[src/rtl/vga_sync_gen.sv]
// vga_sync_gen -- pixel timing source for the VGA pipeline.
//
// Divides clk into a one-clock pixel enable (pclk_tick) and runs the
// horizontal/vertical raster counters, decoding sync pulses, display enable
// and visible pixel coordinates for the downstream colour generators.
//
// Ports:
//   clk          in   system clock
//   reset        in   asynchronous, active-high reset
//   pclk_tick    out  one-clock pixel enable, high every CLK_DIV clocks
//   h_sync       out  horizontal sync, active-low
//   v_sync       out  vertical sync, active-low
//   DE           out  display enable, high inside the visible window
//   x_pixel      out  visible column, 0 outside the visible window
//   y_pixel      out  visible row, 0 outside the visible window
//   frame_start  out  one-clock pulse when the raster wraps to (0,0)
//   frame_cnt    out  frames completed (mod 256); only with VGA_FRAME_CNT_EN
//
// Optional feature macro: VGA_FRAME_CNT_EN adds the frame_cnt port/register.
//
// Every output is registered and reflects the counter state of the previous
// clock, so the first clock after reset release already shows pixel (0,0).

module vga_sync_gen #(
  parameter int CLK_DIV   = 4,
  parameter int H_VISIBLE = 640,
  parameter int H_FP      = 16,
  parameter int H_SYNC    = 96,
  parameter int H_BP      = 48,
  parameter int V_VISIBLE = 480,
  parameter int V_FP      = 10,
  parameter int V_SYNC    = 2,
  parameter int V_BP      = 33
) (
  input  logic       clk,
  input  logic       reset,
  output logic       pclk_tick,
  output logic       h_sync,
  output logic       v_sync,
  output logic       DE,
  output logic [9:0] x_pixel,
  output logic [9:0] y_pixel,
  output logic       frame_start
`ifdef VGA_FRAME_CNT_EN
  ,
  output logic [7:0] frame_cnt
`endif
);

  localparam int H_TOTAL = H_VISIBLE + H_FP + H_SYNC + H_BP;
  localparam int V_TOTAL = V_VISIBLE + V_FP + V_SYNC + V_BP;

  // Refuse to elaborate configurations the 10-bit counters cannot represent.
  if ((H_TOTAL > 1024) || (V_TOTAL > 1024)) begin : g_bad_total
    $error("vga_sync_gen: H_TOTAL and V_TOTAL must not exceed 1024");
  end
  if ((CLK_DIV < 1) || (CLK_DIV > 16)) begin : g_bad_div
    $error("vga_sync_gen: CLK_DIV must be in 1..16");
  end

  localparam logic [3:0]  DIV_LAST = 4'(CLK_DIV - 1);
  localparam logic [9:0]  H_LAST   = 10'(H_TOTAL - 1);
  localparam logic [9:0]  V_LAST   = 10'(V_TOTAL - 1);
  // Window bounds can reach 1024, so decode is done on 11-bit values.
  localparam logic [10:0] H_VIS_END = 11'(H_VISIBLE);
  localparam logic [10:0] HS_START  = 11'(H_VISIBLE + H_FP);
  localparam logic [10:0] HS_END    = 11'(H_VISIBLE + H_FP + H_SYNC);
  localparam logic [10:0] V_VIS_END = 11'(V_VISIBLE);
  localparam logic [10:0] VS_START  = 11'(V_VISIBLE + V_FP);
  localparam logic [10:0] VS_END    = 11'(V_VISIBLE + V_FP + V_SYNC);

  logic [3:0]  div_q,  div_d;
  logic        tick_q, tick_d;
  logic [9:0]  h_q,    h_d;
  logic [9:0]  v_q,    v_d;
  logic        hs_q,   hs_d;
  logic        vs_q,   vs_d;
  logic        de_q,   de_d;
  logic [9:0]  x_q,    x_d;
  logic [9:0]  y_q,    y_d;
  logic        fs_q,   fs_d;
  logic [10:0] h_ext_s;
  logic [10:0] v_ext_s;
  logic        h_vis_s;
  logic        v_vis_s;
`ifdef VGA_FRAME_CNT_EN
  logic [7:0]  fc_q,   fc_d;
`endif

  // Next-state logic: divider, raster counters and output decode.
  always_comb begin
    div_d  = div_q;
    tick_d = 1'b0;
    h_d    = h_q;
    v_d    = v_q;
    fs_d   = 1'b0;

    // Divider wraps by equality so CLK_DIV=1 keeps it pinned at 0.
    if (div_q == DIV_LAST) begin
      div_d = 4'd0;
    end else begin
      div_d = div_q + 4'd1;
    end
    tick_d = (div_q == DIV_LAST);

    // The raster advances only on the registered tick.
    if (tick_q) begin
      if (h_q == H_LAST) begin
        h_d = 10'd0;
        if (v_q == V_LAST) begin
          v_d  = 10'd0;
          fs_d = 1'b1;
        end else begin
          v_d = v_q + 10'd1;
        end
      end else begin
        h_d = h_q + 10'd1;
      end
    end else begin
      h_d = h_q;
      v_d = v_q;
    end

    // Outputs describe the current counter values, registered below.
    h_ext_s = {1'b0, h_q};
    v_ext_s = {1'b0, v_q};
    h_vis_s = (h_ext_s < H_VIS_END);
    v_vis_s = (v_ext_s < V_VIS_END);
    de_d    = h_vis_s && v_vis_s;
    x_d     = de_d ? h_q : 10'd0;
    y_d     = de_d ? v_q : 10'd0;
    hs_d    = !((h_ext_s >= HS_START) && (h_ext_s < HS_END));
    vs_d    = !((v_ext_s >= VS_START) && (v_ext_s < VS_END));

`ifdef VGA_FRAME_CNT_EN
    // Counts on the same edge that raises frame_start; wraps naturally.
    if (fs_d) begin
      fc_d = fc_q + 8'd1;
    end else begin
      fc_d = fc_q;
    end
`endif
  end

  // State and output registers, cleared asynchronously by reset.
  always_ff @(posedge clk or posedge reset) begin
    if (reset) begin
      div_q  <= 4'd0;
      tick_q <= 1'b0;
      h_q    <= 10'd0;
      v_q    <= 10'd0;
      hs_q   <= 1'b1;
      vs_q   <= 1'b1;
      de_q   <= 1'b0;
      x_q    <= 10'd0;
      y_q    <= 10'd0;
      fs_q   <= 1'b0;
`ifdef VGA_FRAME_CNT_EN
      fc_q   <= 8'd0;
`endif
    end else begin
      div_q  <= div_d;
      tick_q <= tick_d;
      h_q    <= h_d;
      v_q    <= v_d;
      hs_q   <= hs_d;
      vs_q   <= vs_d;
      de_q   <= de_d;
      x_q    <= x_d;
      y_q    <= y_d;
      fs_q   <= fs_d;
`ifdef VGA_FRAME_CNT_EN
      fc_q   <= fc_d;
`endif
    end
  end

  assign pclk_tick   = tick_q;
  assign h_sync      = hs_q;
  assign v_sync      = vs_q;
  assign DE          = de_q;
  assign x_pixel     = x_q;
  assign y_pixel     = y_q;
  assign frame_start = fs_q;
`ifdef VGA_FRAME_CNT_EN
  assign frame_cnt   = fc_q;
`endif

endmodule

[config.mk]
export PLATFORM = sky130hd
export DESIGN_NAME = vga_sync_gen
export DESIGN_NICKNAME = d
export VERILOG_FILES = /design/src/rtl/vga_sync_gen.sv
export SDC_FILE = /design/constraint.sdc
export NUM_CORES = 1
export LEC_CHECK = 0
export BUFFER_PORTS_ARGS = -buffer_cell sky130_fd_sc_hd__buf_2
export CELL_PAD_IN_SITES_DETAIL_PLACEMENT = 1
export CELL_PAD_IN_SITES_GLOBAL_PLACEMENT = 1
export CORE_MARGIN = 8
export CORE_UTILIZATION = 40
export DETAILED_ROUTE_END_ITERATION = 6
export GPL_TIMING_DRIVEN = 0
export PLACE_DENSITY_LB_ADDON = 0.1
export SETUP_SLACK_MARGIN = 0.3
export SLEW_MARGIN = 20
export SYNTH_ARGS = -nofsm -noshare
export SYNTH_HDL_FRONTEND = slang
export SYNTH_SLANG_ARGS = --single-unit
[constraint.sdc]
create_clock -name clk -period 2.1 [get_ports clk]
set_input_delay 0 -clock clk [delete_from_list [all_inputs] [get_ports clk]]
set_output_delay 0 -clock clk [all_outputs]
set_load 0.02 [all_outputs]
==> summary.md, run 1 <==
| Metric | Value |
|---|---|
| Design area | 2560 sq um |
| CP endpoint kind | flop |
| Min Tclk post-route | 2.04 ns |
| Pre-CTS setup slack | -0.122 ns |
| Post-Syn Instances | 174 |
| Clock-pin slew on the worst setup and hold paths | 0.08 ns |
| Max clock buf depth | 2 |
| Rows | 26 |
| Global Route Usage Sum | 0.128 |
| Global-route wire length before repair | 7.58 mm |
| Pin count of the biggest net entering global routing | 34 |
| Most frequent cells in the layout | 45 x dfrtp_1, 26 x buf_2, 17 x buf_4 |
| # clock sinks | 49 |
| Via density per instance | 4.85 |
| Placed insts | 271 |
| TritonCTS buffer count | 5 |
| Initial antenna violation count | 0 |
| CP Launch Type | flop |
| Initial core utilization | 0.404 |
| Die area | 7550 sq um |
| DRC errors left | 0 |
| Root buf cell | clkbuf_8 |
| GRT overflow | 0 |
| Worst-Skew Late Latency | 0.29 ns |
| Most common cell after layout, fill and taps aside | dfrtp_1 |
| Seq/Total Area, Yosys | 0.611 |
| Fraction of layout cells with a size suffix above 1 | 0.314 |
| I/O pins | 27 |
| Final setup fails | 0 |
| H-tree levels | 2 |
| DP Wirelength | 2.91 mm |
| Distinct cells, synth | 35 |
| Slew Limit Fails | 0 |
| Post-Route WL | 4.35 mm |
| Seq cells post-synth | 49 |
| Crit path kind | flop to flop |
| # fillers | 552 |
| Placed cell area | 2250 sq um |
| CP required | 2.32 ns |
| Drt first pass iters | 4 |
| Clock Skew | 0.00565 ns |
| Setup ws final | 0.0559 ns |
| Die X | 86.9 um |
| TNS Setup | 0 ns |
| Max FO, Critical Path | 4 |
| CTS tree | yes |
| Die height | 86.9 um |
| Core area | 4980 sq um |
| Post-layout util | 0.515 |
| Routability cong. | 0.770 |
| Max Cap Viol | 0 |
| PD cells | 577 nW/um^2 |
| Avg Cell Area, Syn | 11.6 sq um |
| Iteration-0 DRC Markers | 109 |
| Netlist Area Pre-Place | 2010 sq um |
| Crit path DAT | 2.26 ns |
| Syn-to-layout area delta | 27.4% |
| Sequential Area | 1230 sq um |
| Post-layout net count | 236 |
| Syn nets | 181 |
| Fin. Hold Viols | 0 |
| CP peak stage delay | 0.54 ns |
| Yosys warns | 0 |
| Max Fclk | 0.489 GHz |
| Vias in the first global route | 1533 |
| Antenna Nets Post-Route | 0 |
| Layout Cells excl Fill | 299 |
| PortBufs | 26 |
| CP max stage cell | or4b_4 |
| Crit path cell chain | or4b_4 -> or3_4 -> buf_6 -> or4_1 -> o21ai_1 |
| Outcome | finished, final reports clean |
| Worst R2R Path Depth | 5 |
| Multi-input gate area | 758 sq um |
| RSZ-0062 raised after global routing | true |
| LEAKAGE | 1.26 nW |
| Antenna cells | 0 |
| Worst Hold Class | primary input to async pin |
| Vias | 1449 |
| Period Utilization, post-route | 0.973 |
| Routed length per instance | 14.5 um |
| Peak supply drop | 0.408 mV |
-- metrics by stage --
step                hold WS [ns]  total power [W]
finish                     0.221          0.00148
global route               0.264          0.00154
CTS                        0.234          0.00150
detailed placement       0.00162         0.000990
global placement           0.444         0.000984
floorplan                  0.331         0.000978
-- cells in the mapped netlist --
master	number	area share
o211a_1	1	0.0050
or3_1	2	0.0062
o21a_1	2	0.0075
and2_1	15	0.047
and2_2	1	0.0037
inv_1	8	0.015
a22oi_1	1	0.0037
and3_1	3	0.0093
nand3_1	10	0.025
nand4_1	7	0.022
or4b_4	1	0.0068
nor4bb_1	1	0.0050
nor2b_1	1	0.0031
nor4b_1	2	0.0087
buf_6	1	0.0056
a21oi_1	2	0.0050
nand2_1	9	0.017
o31ai_1	2	0.0075
xor2_1	5	0.022
dfstp_2	2	0.026
and4_1	2	0.0087
mux2i_1	2	0.010
or3_2	1	0.0037
nor3b_1	1	0.0037
nor3_1	4	0.010
conb_1	1	0.0019
dfrtp_1	47	0.58
or4_1	1	0.0037
xnor2_1	7	0.030
ha_1	5	0.031
nor2_1	9	0.017
o21ai_0	7	0.017
buf_4	1	0.0037
nor4_1	4	0.012
clkbuf_1	6	0.011
-- critical path, delay by kind of cell (launching register included) --
family | cells | cell delay, ns
AOI/OAI and AO/OA | 1 | 0.09
buffers and inverters | 1 | 0.13
DFF | 1 | 0.41
and+or+nand+nor | 3 | 1.34
-- routing by layer --
layer,vias to the layer above,GRT usage,share of wire
li1,699,-,-
met1,721,0.158,0.44
met2,24,0.212,0.51
met3,5,0.0283,0.038
met4,0,0.0469,0.013
met5,-,0,0
-- report_power, final --
group          switching (W)  total (W)  leakage (nW)  internal, W
registers        0.000000214   0.000944         0.639     0.000944
logic              0.0000202  0.0000267         0.580   0.00000648
clock network       0.000280   0.000506        0.0410     0.000227
total               0.000300    0.00148          1.26      0.00118
-- state kept, by name (all words and copies together), names as in the netlist --
register     cells
h_sync           1
frame_start      1
y_pixel         10
DE               1
pclk_tick        1
x_pixel         10
h_q             10
v_sync           1
v_q             10
div_q            4
-- repair_timing --
item / CTS / global route
endpoints found under the setup margin: 30 / 25
hold buffers: 1 / 0
buffers inserted: 10 / 10
gates resized for setup: 12 / 13
pin swaps: 1 / 6
endpoints found under the hold margin: 16 / 0
-- worst paths after layout --
kind | start | slack (ns) | end
worst max-delay path | h_q[5] | 0.06 | v_q[9]
worst min-delay path | reset | 0.22 | y_pixel[5]
worst max register to register | h_q[5] | 0.06 | v_q[9]
worst min register to register | div_q[0] | 0.47 | div_q[0]
max in group asynchronous | reset | 1.31 | v_sync
min in group clk | div_q[0] | 0.47 | div_q[0]
-- cell families after synthesis --
| family | share of synthesized area |
|---|---|
| AND/OR/NAND/NOR | 0.212 |
| adder cells (fa/ha/maj) | 0.0311 |
| AO/OA/AOI/OAI | 0.0460 |
| flip-flops | 0.611 |
| other | 0.00187 |
| XOR/XNOR | 0.0523 |
| multiplexers | 0.00996 |
| buffers and inverters | 0.0355 |
-- area by class of cell --
class,count,area share
inverters,8,0.0117
multi-input cells,109,0.296
well taps,70,0.0342
clock buffers,6,0.0283
repair buffers,48,0.126
flip-flops and latches,49,0.481
clock inverters,1,0.00195
plain buffers,8,0.0215
Note: power is estimated with default switching activity, not from simulation.
==> inputs of run 2 (changes only) <==
--- a/config.mk
+++ b/config.mk
@@ -8,8 +8,9 @@
 export BUFFER_PORTS_ARGS = -buffer_cell sky130_fd_sc_hd__buf_2
 export CELL_PAD_IN_SITES_DETAIL_PLACEMENT = 1
 export CELL_PAD_IN_SITES_GLOBAL_PLACEMENT = 1
+export CORE_ASPECT_RATIO = 1.4
 export CORE_MARGIN = 8
-export CORE_UTILIZATION = 40
+export CORE_UTILIZATION = 45
 export DETAILED_ROUTE_END_ITERATION = 6
 export GPL_TIMING_DRIVEN = 0
 export PLACE_DENSITY_LB_ADDON = 0.1
==> constraint.sdc (replaced) <==
create_clock -name clk -period 2.4 [get_ports clk]
set_input_delay 0 -clock clk [delete_from_list [all_inputs] [get_ports clk]]
set_output_delay 0 -clock clk [all_outputs]
set_load 0.02 [all_outputs]
==> run 2 against run 1 <==
Compared with the run above: critical endpoint unchanged; sequential power decreased by 12%; fmax decreased by 1.5%; routed wire length increased by 0.37%; critical path type unchanged.
==> summary.md, run 2 (synthesized netlist as in run 1, its figures left out) <==
| Metric | Value |
|---|---|
| Worst R2R Path Depth | 6 (+1) |
| Placed insts | 263 (-3.0%) |
| Initial core utilization | 0.454 (+0.0502) |
| Max FO, Critical Path | 5 (+1) |
| # fillers | 490 (-11%) |
| Die height | 95.1 um (+9.4%) |
| Die X | 72.5 um (-17%) |
| Clk network pwr share | 0.410 (+0.067) |
| Sequential Power Share | 0.574 (-0.065) |
| Min Tclk post-route | 2.08 ns (+0.0309 ns) |
| Global Route Usage Sum | 0.140 (+0.0120) |
| PortBufs | 26 (unchanged) |
| H-tree levels | 2 (unchanged) |
| CP required | 2.64 ns (+0.32 ns) |
| Rows | 29 (+12%) |
| Crit path DAT | 2.31 ns (+0.05 ns) |
| I/O pins | 27 (unchanged) |
| Die area | 6890 sq um (-8.7%) |
| DRC errors left | 0 (unchanged) |
| Global-route wire length before repair | 7.46 mm (-1.6%) |
| LEAKAGE | 1.18 nW (-6.4%) |
| Slew HR | 0.657 |
| Crit path kind | flop to flop |
| CP endpoint kind | flop |
| Fin. Hold Viols | 0 (unchanged) |
| PD cells | 586 nW/um^2 (+1.7%) |
| Max clock buf depth | 2 (unchanged) |
| Sequential Area | 1230 sq um (unchanged) |
| TNS Setup | 0 ns (unchanged) |
| Syn-to-layout area delta | 22.2% |
| Multi-input gate area | 728 sq um (-4.0%) |
| Antenna cells | 0 (unchanged) |
| DP Wirelength | 2.92 mm (+0.32%) |
| Setup ws final | 0.325 ns (+0.269 ns) |
| Worst-Skew Late Latency | 0.30 ns (about the same) |
| Most common cell after layout, fill and taps aside | dfrtp_1 |
| Via density per instance | 5.13 (+5.9%) |
| Most frequent cells in the layout | 45 x dfrtp_1, 26 x buf_2, 15 x and2_1 |
| # clock sinks | 49 (unchanged) |
| Outcome | finished, final reports clean |
| Pre-CTS setup slack | 0.216 ns (+0.338 ns) |
| Vias in the first global route | 1535 (+0.13%) |
| Iteration-0 DRC Markers | 68 (-38%) |
| Layout Cells excl Fill | 281 (-6.0%) |
| Combinational Power Share | 0.016 (-0.002) |
| Max Cap Viol | 0 (unchanged) |
| Post-Route WL | 4.36 mm (+0.37%) |
| TritonCTS buffer count | 5 (unchanged) |
| Clock-pin slew on the worst setup and hold paths | 0.09 ns (about the same) |
| Routed length per instance | 15.5 um (+6.8%) |
| Worst R2R End | v_q[9] |
| Pin count of the biggest net entering global routing | 28 (-18%) |
| Post-layout net count | 225 (-4.7%) |
| CTS tree | yes |
| Switching Fraction | 0.205 (+0.00191) |
| Int Pwr | 0.00114 W (-2.7%) |
| Vias | 1442 (-0.48%) |
| Core area | 4430 sq um (-11%) |
| Post-layout util | 0.555 (+0.0403) |
| Fraction of layout cells with a size suffix above 1 | 0.265 (-0.0496) |
| Period Utilization, post-route | 0.865 (-0.109) |
| GRT overflow | 0 (unchanged) |
| Least-Margin Pin Slew | 0.514 ns |
| Initial antenna violation count | 0 (unchanged) |
| R2r setup slk | 0.32 ns (+0.27 ns) |
| Final setup fails | 0 (unchanged) |
| Worst Hold Class | primary input to async pin |
| Slew Limit Fails | 0 (unchanged) |
| CP Launch Type | flop |
| Routability cong. | 0.793 (+2.9%) |
| RSZ-0062 raised after global routing | true |
| Max Fclk | 0.482 GHz (-1.5%) |
| Peak supply drop | 0.366 mV (-10%) |
| Root buf cell | clkbuf_8 |
| Antenna Nets Post-Route | 0 (unchanged) |
| Clock Skew | 0.00819 ns (+0.00254 ns) |
| P_sw | 0.000295 W (-1.6%) |
| Drt first pass iters | 4 (unchanged) |
| RR Startpoint | h_q[4] |
==> run 2: cell types whose count changed in the layout (fill, tap and decap cells not counted), moves of 2 or more <==
cell and delta:
o21ai_1 -4, nor3_4 -3, o21ai_0 +4, buf_4 -8, clkbuf_1 +2, nor3_1 +2, buf_6 -5
==> run 2: how the worst max path moves through the flow <==
stage                 from  endpoint  slack (ns)  cells past startpoint
CTS                 h_q[4]    v_q[9]        0.28                      6
floorplan           h_q[6]    v_q[9]        0.32                      5
finish              h_q[4]    v_q[9]        0.32                      6
global route        h_q[6]    v_q[3]        0.27                      5
detailed placement  h_q[6]    v_q[9]        0.22                      5
global placement    h_q[6]    v_q[9]        0.24                      5
==> run 2: layout make-up <==
type                            instances  share of cell area
Timing Repair Buffer                   37              0.0927
Inverter                                8              0.0122
Clock buffer                            6              0.0295
Tap cell                               62              0.0316
Sequential cell                        49               0.501
Clock inverter                          2              0.0158
Multi-Input combinational cell        109               0.296
Buffer                                  8              0.0204
==> run 2: what timing repair did <==
action                                  in CTS  in global routing
gates resized for setup                      5                  5
hold buffers                                 1                  0
endpoints found under the hold margin       21                  0
pin swaps                                    1                  0
endpoints found under the setup margin      14                  2
setup buffers                                4                  5
==> run 2: power by group through the flow <==
stage	Sequential (W)	Clock, W	Combinational, W
2_1_floorplan	0.000844	0	0.0000122
3_3_place_gp	0.000842	0	0.0000187
4_1_cts	0.000826	0.000607	0.0000253
3_5_place_dp	0.000842	0	0.0000241
5_1_grt	0.000826	0.000632	0.0000285
6_report	0.000826	0.000590	0.0000235
==> run 2: routing by layer <==
layer,GRT usage,wire length [um],share of wire
met4,0.0603,80,0.018
met5,0,0,0
met2,0.244,2370,0.54
met1,0.155,1710,0.39
met3,0.0389,203,0.047
==> run 2: through the flow <==
step / area [sq um] / power [W] / hold WS [ns]
final: 2460 / 0.00144 / 0.267
after global routing: 2460 / 0.00149 / 0.310
after floorplan: 2010 / 0.000856 / 0.331
after detailed placement: 2240 / 0.000866 / 0.0605
after CTS: 2400 / 0.00146 / 0.275
after global placement: 2220 / 0.000861 / 0.447
==> run 2: critical path, stage by stage (launching register included) <==
cell and delay (ns):
dfrtp_1 0.37, buf_6 0.11, or4b_4 0.47, or3_4 0.35
buf_8 0.13, or4_4 0.51, o21ai_2 0.07
==> inputs of run 3 (changes only) <==
--- a/config.mk
+++ b/config.mk
@@ -14,6 +14,7 @@
 export DETAILED_ROUTE_END_ITERATION = 6
 export GPL_TIMING_DRIVEN = 0
 export PLACE_DENSITY_LB_ADDON = 0.1
+export RECOVER_POWER = 50
 export SETUP_SLACK_MARGIN = 0.3
 export SLEW_MARGIN = 20
 export SYNTH_ARGS = -nofsm -noshare
==> run 3 against run 2 <==
Compared with the run above: critical endpoint unchanged; setup slack worse by 0.0019 ns; sequential share of layout area grew 0.88 points; sequential power hardly changed; via count is 0.49% lower; die area did not move; fmax barely moved; non-clock buffer count unchanged; power down 0.24%.
==> summary.md, run 3 (synthesized netlist as in run 1, its figures left out) <==
| Metric | Value |
|---|---|
| Root buf cell | clkbuf_8 |
| LEAKAGE | 1.09 nW (-7.3%) |
| Period Utilization, post-route | 0.865 (about the same) |
| Slew HR | 0.418 (-0.239) |
| Switching Fraction | 0.205 (+0.000229) |
| Post-layout net count | 225 (unchanged) |
| CP required | 2.64 ns (about the same) |
| Die area | 6890 sq um (unchanged) |
| Most frequent cells in the layout | 45 x dfrtp_1, 28 x clkbuf_1, 15 x and2_1 |
| Initial core utilization | 0.454 (unchanged) |
| Routability cong. | 0.793 (unchanged) |
| Syn-to-layout area delta | 20.0% |
| Die X | 72.5 um (unchanged) |
| CP endpoint kind | flop |
| Initial antenna violation count | 0 (unchanged) |
| Global Route Usage Sum | 0.140 (unchanged) |
| Post-Route WL | 4.37 mm (about the same) |
| Least-Margin Pin Slew | 0.872 ns (+0.358 ns) |
| Fin. Hold Viols | 0 (unchanged) |
| Clock-pin slew on the worst setup and hold paths | 0.09 ns (about the same) |
| CP Launch Type | flop |
| Max Fclk | 0.481 GHz (about the same) |
| PD cells | 595 nW/um^2 (+1.5%) |
| Core area | 4430 sq um (unchanged) |
| CTS tree | yes |
| Routed length per instance | 15.5 um (about the same) |
| Crit path kind | flop to flop |
| Most common cell after layout, fill and taps aside | dfrtp_1 |
| DP Wirelength | 2.92 mm (unchanged) |
| Rows | 29 (unchanged) |
| Crit path DAT | 2.31 ns (about the same) |
| Peak supply drop | 0.365 mV (-0.24%) |
| Antenna Nets Post-Route | 0 (unchanged) |
| Combinational Power Share | 0.014 (-0.002) |
| Post-layout util | 0.545 (-0.00961) |
| Clock Skew | 0.00816 ns (-0.0000285 ns) |
| Worst Hold Class | primary input to async pin |
| Fraction of layout cells with a size suffix above 1 | 0.160 (-0.105) |
| Vias in the first global route | 1535 (unchanged) |
| Die height | 95.1 um (unchanged) |
| PortBufs | 26 (unchanged) |
| # clock sinks | 49 (unchanged) |
| Clk network pwr share | 0.411 (about the same) |
| I/O pins | 27 (unchanged) |
| DRC errors left | 0 (unchanged) |
| Final setup fails | 0 (unchanged) |
| Min Tclk post-route | 2.08 ns (+0.00191 ns) |
| Max FO, Critical Path | 5 (unchanged) |
| H-tree levels | 2 (unchanged) |
| TNS Setup | 0 ns (unchanged) |
| Iteration-0 DRC Markers | 66 (-2.9%) |
| Outcome | finished, final reports clean |
| Int Pwr | 0.00114 W (-0.26%) |
| Antenna cells | 0 (unchanged) |
| GRT overflow | 0 (unchanged) |
| Drt first pass iters | 4 (unchanged) |
| Slew Limit Fails | 0 (unchanged) |
| Max clock buf depth | 2 (unchanged) |
| Worst-Skew Late Latency | 0.30 ns (about the same) |
| Vias | 1435 (-0.49%) |
| P_sw | 0.000295 W (-0.12%) |
| Pin count of the biggest net entering global routing | 28 (unchanged) |
| RSZ-0062 raised after global routing | true |
| Via density per instance | 5.11 (-0.49%) |
| Global-route wire length before repair | 7.46 mm (unchanged) |
| Max Cap Viol | 0 (unchanged) |
| # fillers | 499 (+1.8%) |
| Sequential Power Share | 0.575 (about the same) |
| TritonCTS buffer count | 5 (unchanged) |
==> run 3: changes by cell type in the layout (fill, tap and decap cells not counted), sizes merged <==
cell,previous run,this run
buf,38,15
clkbuf,12,35
==> run 3: power by group through the flow <==
stage / Sequential (W) / Clock [W] / Combinational [W]
floorplan: 0.000844 / 0 / 0.0000122
global placement: 0.000842 / 0 / 0.0000187
detailed placement: 0.000842 / 0 / 0.0000241
CTS: 0.000826 / 0.000607 / 0.0000253
global route: 0.000826 / 0.000632 / 0.0000247
finish: 0.000826 / 0.000590 / 0.0000200
==> run 3: path summary, 6_finish.rpt <==
kind | slack (ns) | start | cells past startpoint | to
max in group asynchronous | 0.84 | reset | 4 | v_q[0]
max | 0.32 | h_q[6] | 5 | v_q[9]
max reg2reg | 0.32 | h_q[6] | 5 | v_q[9]
min | 0.41 | reset | 3 | y_pixel[9]
min reg2reg | 0.46 | div_q[0] | 1 | div_q[0]
min in group clk | 0.46 | div_q[0] | 1 | div_q[0]
==> run 3: critical path: stages, from the launching register on <==
cell and delay [ns]:
dfrtp_1 0.40, or4b_4 0.56, or3_4 0.35, buf_8 0.13, or4_4 0.51, o21ai_2 0.07
==> run 3: metal layers <==
layer,track usage,part of all wire,vias to the layer above
met2,0.244,0.54,34
met3,0.0389,0.046,8
met4,0.0603,0.018,0
met1,0.155,0.39,719
li1,-,-,674
met5,0,0,-
==> run 3: stage by stage <==
stage          power (W)  setup slack [ns]  hold slack [ns]  std cells  area (sq um)
2_1_floorplan   0.000856             0.320            0.331        174          2010
3_3_place_gp    0.000861             0.242            0.447        262          2220
3_5_place_dp    0.000866             0.216           0.0605        263          2240
4_1_cts          0.00146             0.277            0.275        276          2400
5_1_grt          0.00148             0.268            0.494        281          2410
6_report         0.00144             0.323            0.414        281          2410
==> run 3: final cells by class <==
| cell class | count | area [sq um] | area share |
|---|---|---|---|
| Sequential cell | 49 | 1230 | 0.510 |
| Multi-Input combinational cell | 109 | 728 | 0.302 |
| Timing Repair Buffer | 37 | 185 | 0.0767 |
| Tap cell | 62 | 77.6 | 0.0321 |
| Clock buffer | 6 | 72.6 | 0.0301 |
| Buffer | 8 | 50.0 | 0.0207 |
| Clock inverter | 2 | 38.8 | 0.0161 |
| Inverter | 8 | 30.0 | 0.0124 |
==> run 3: timing repair <==
| action | 4_1_cts | 5_1_grt |
|---|---|---|
| endpoints found under the setup margin | 14 | 2 |
| endpoints found under the hold margin | 21 | 0 |
| hold buffers | 1 | 0 |
| pin swaps | 1 | 0 |
| resized for setup | 5 | 5 |
| setup buffers | 4 | 5 |
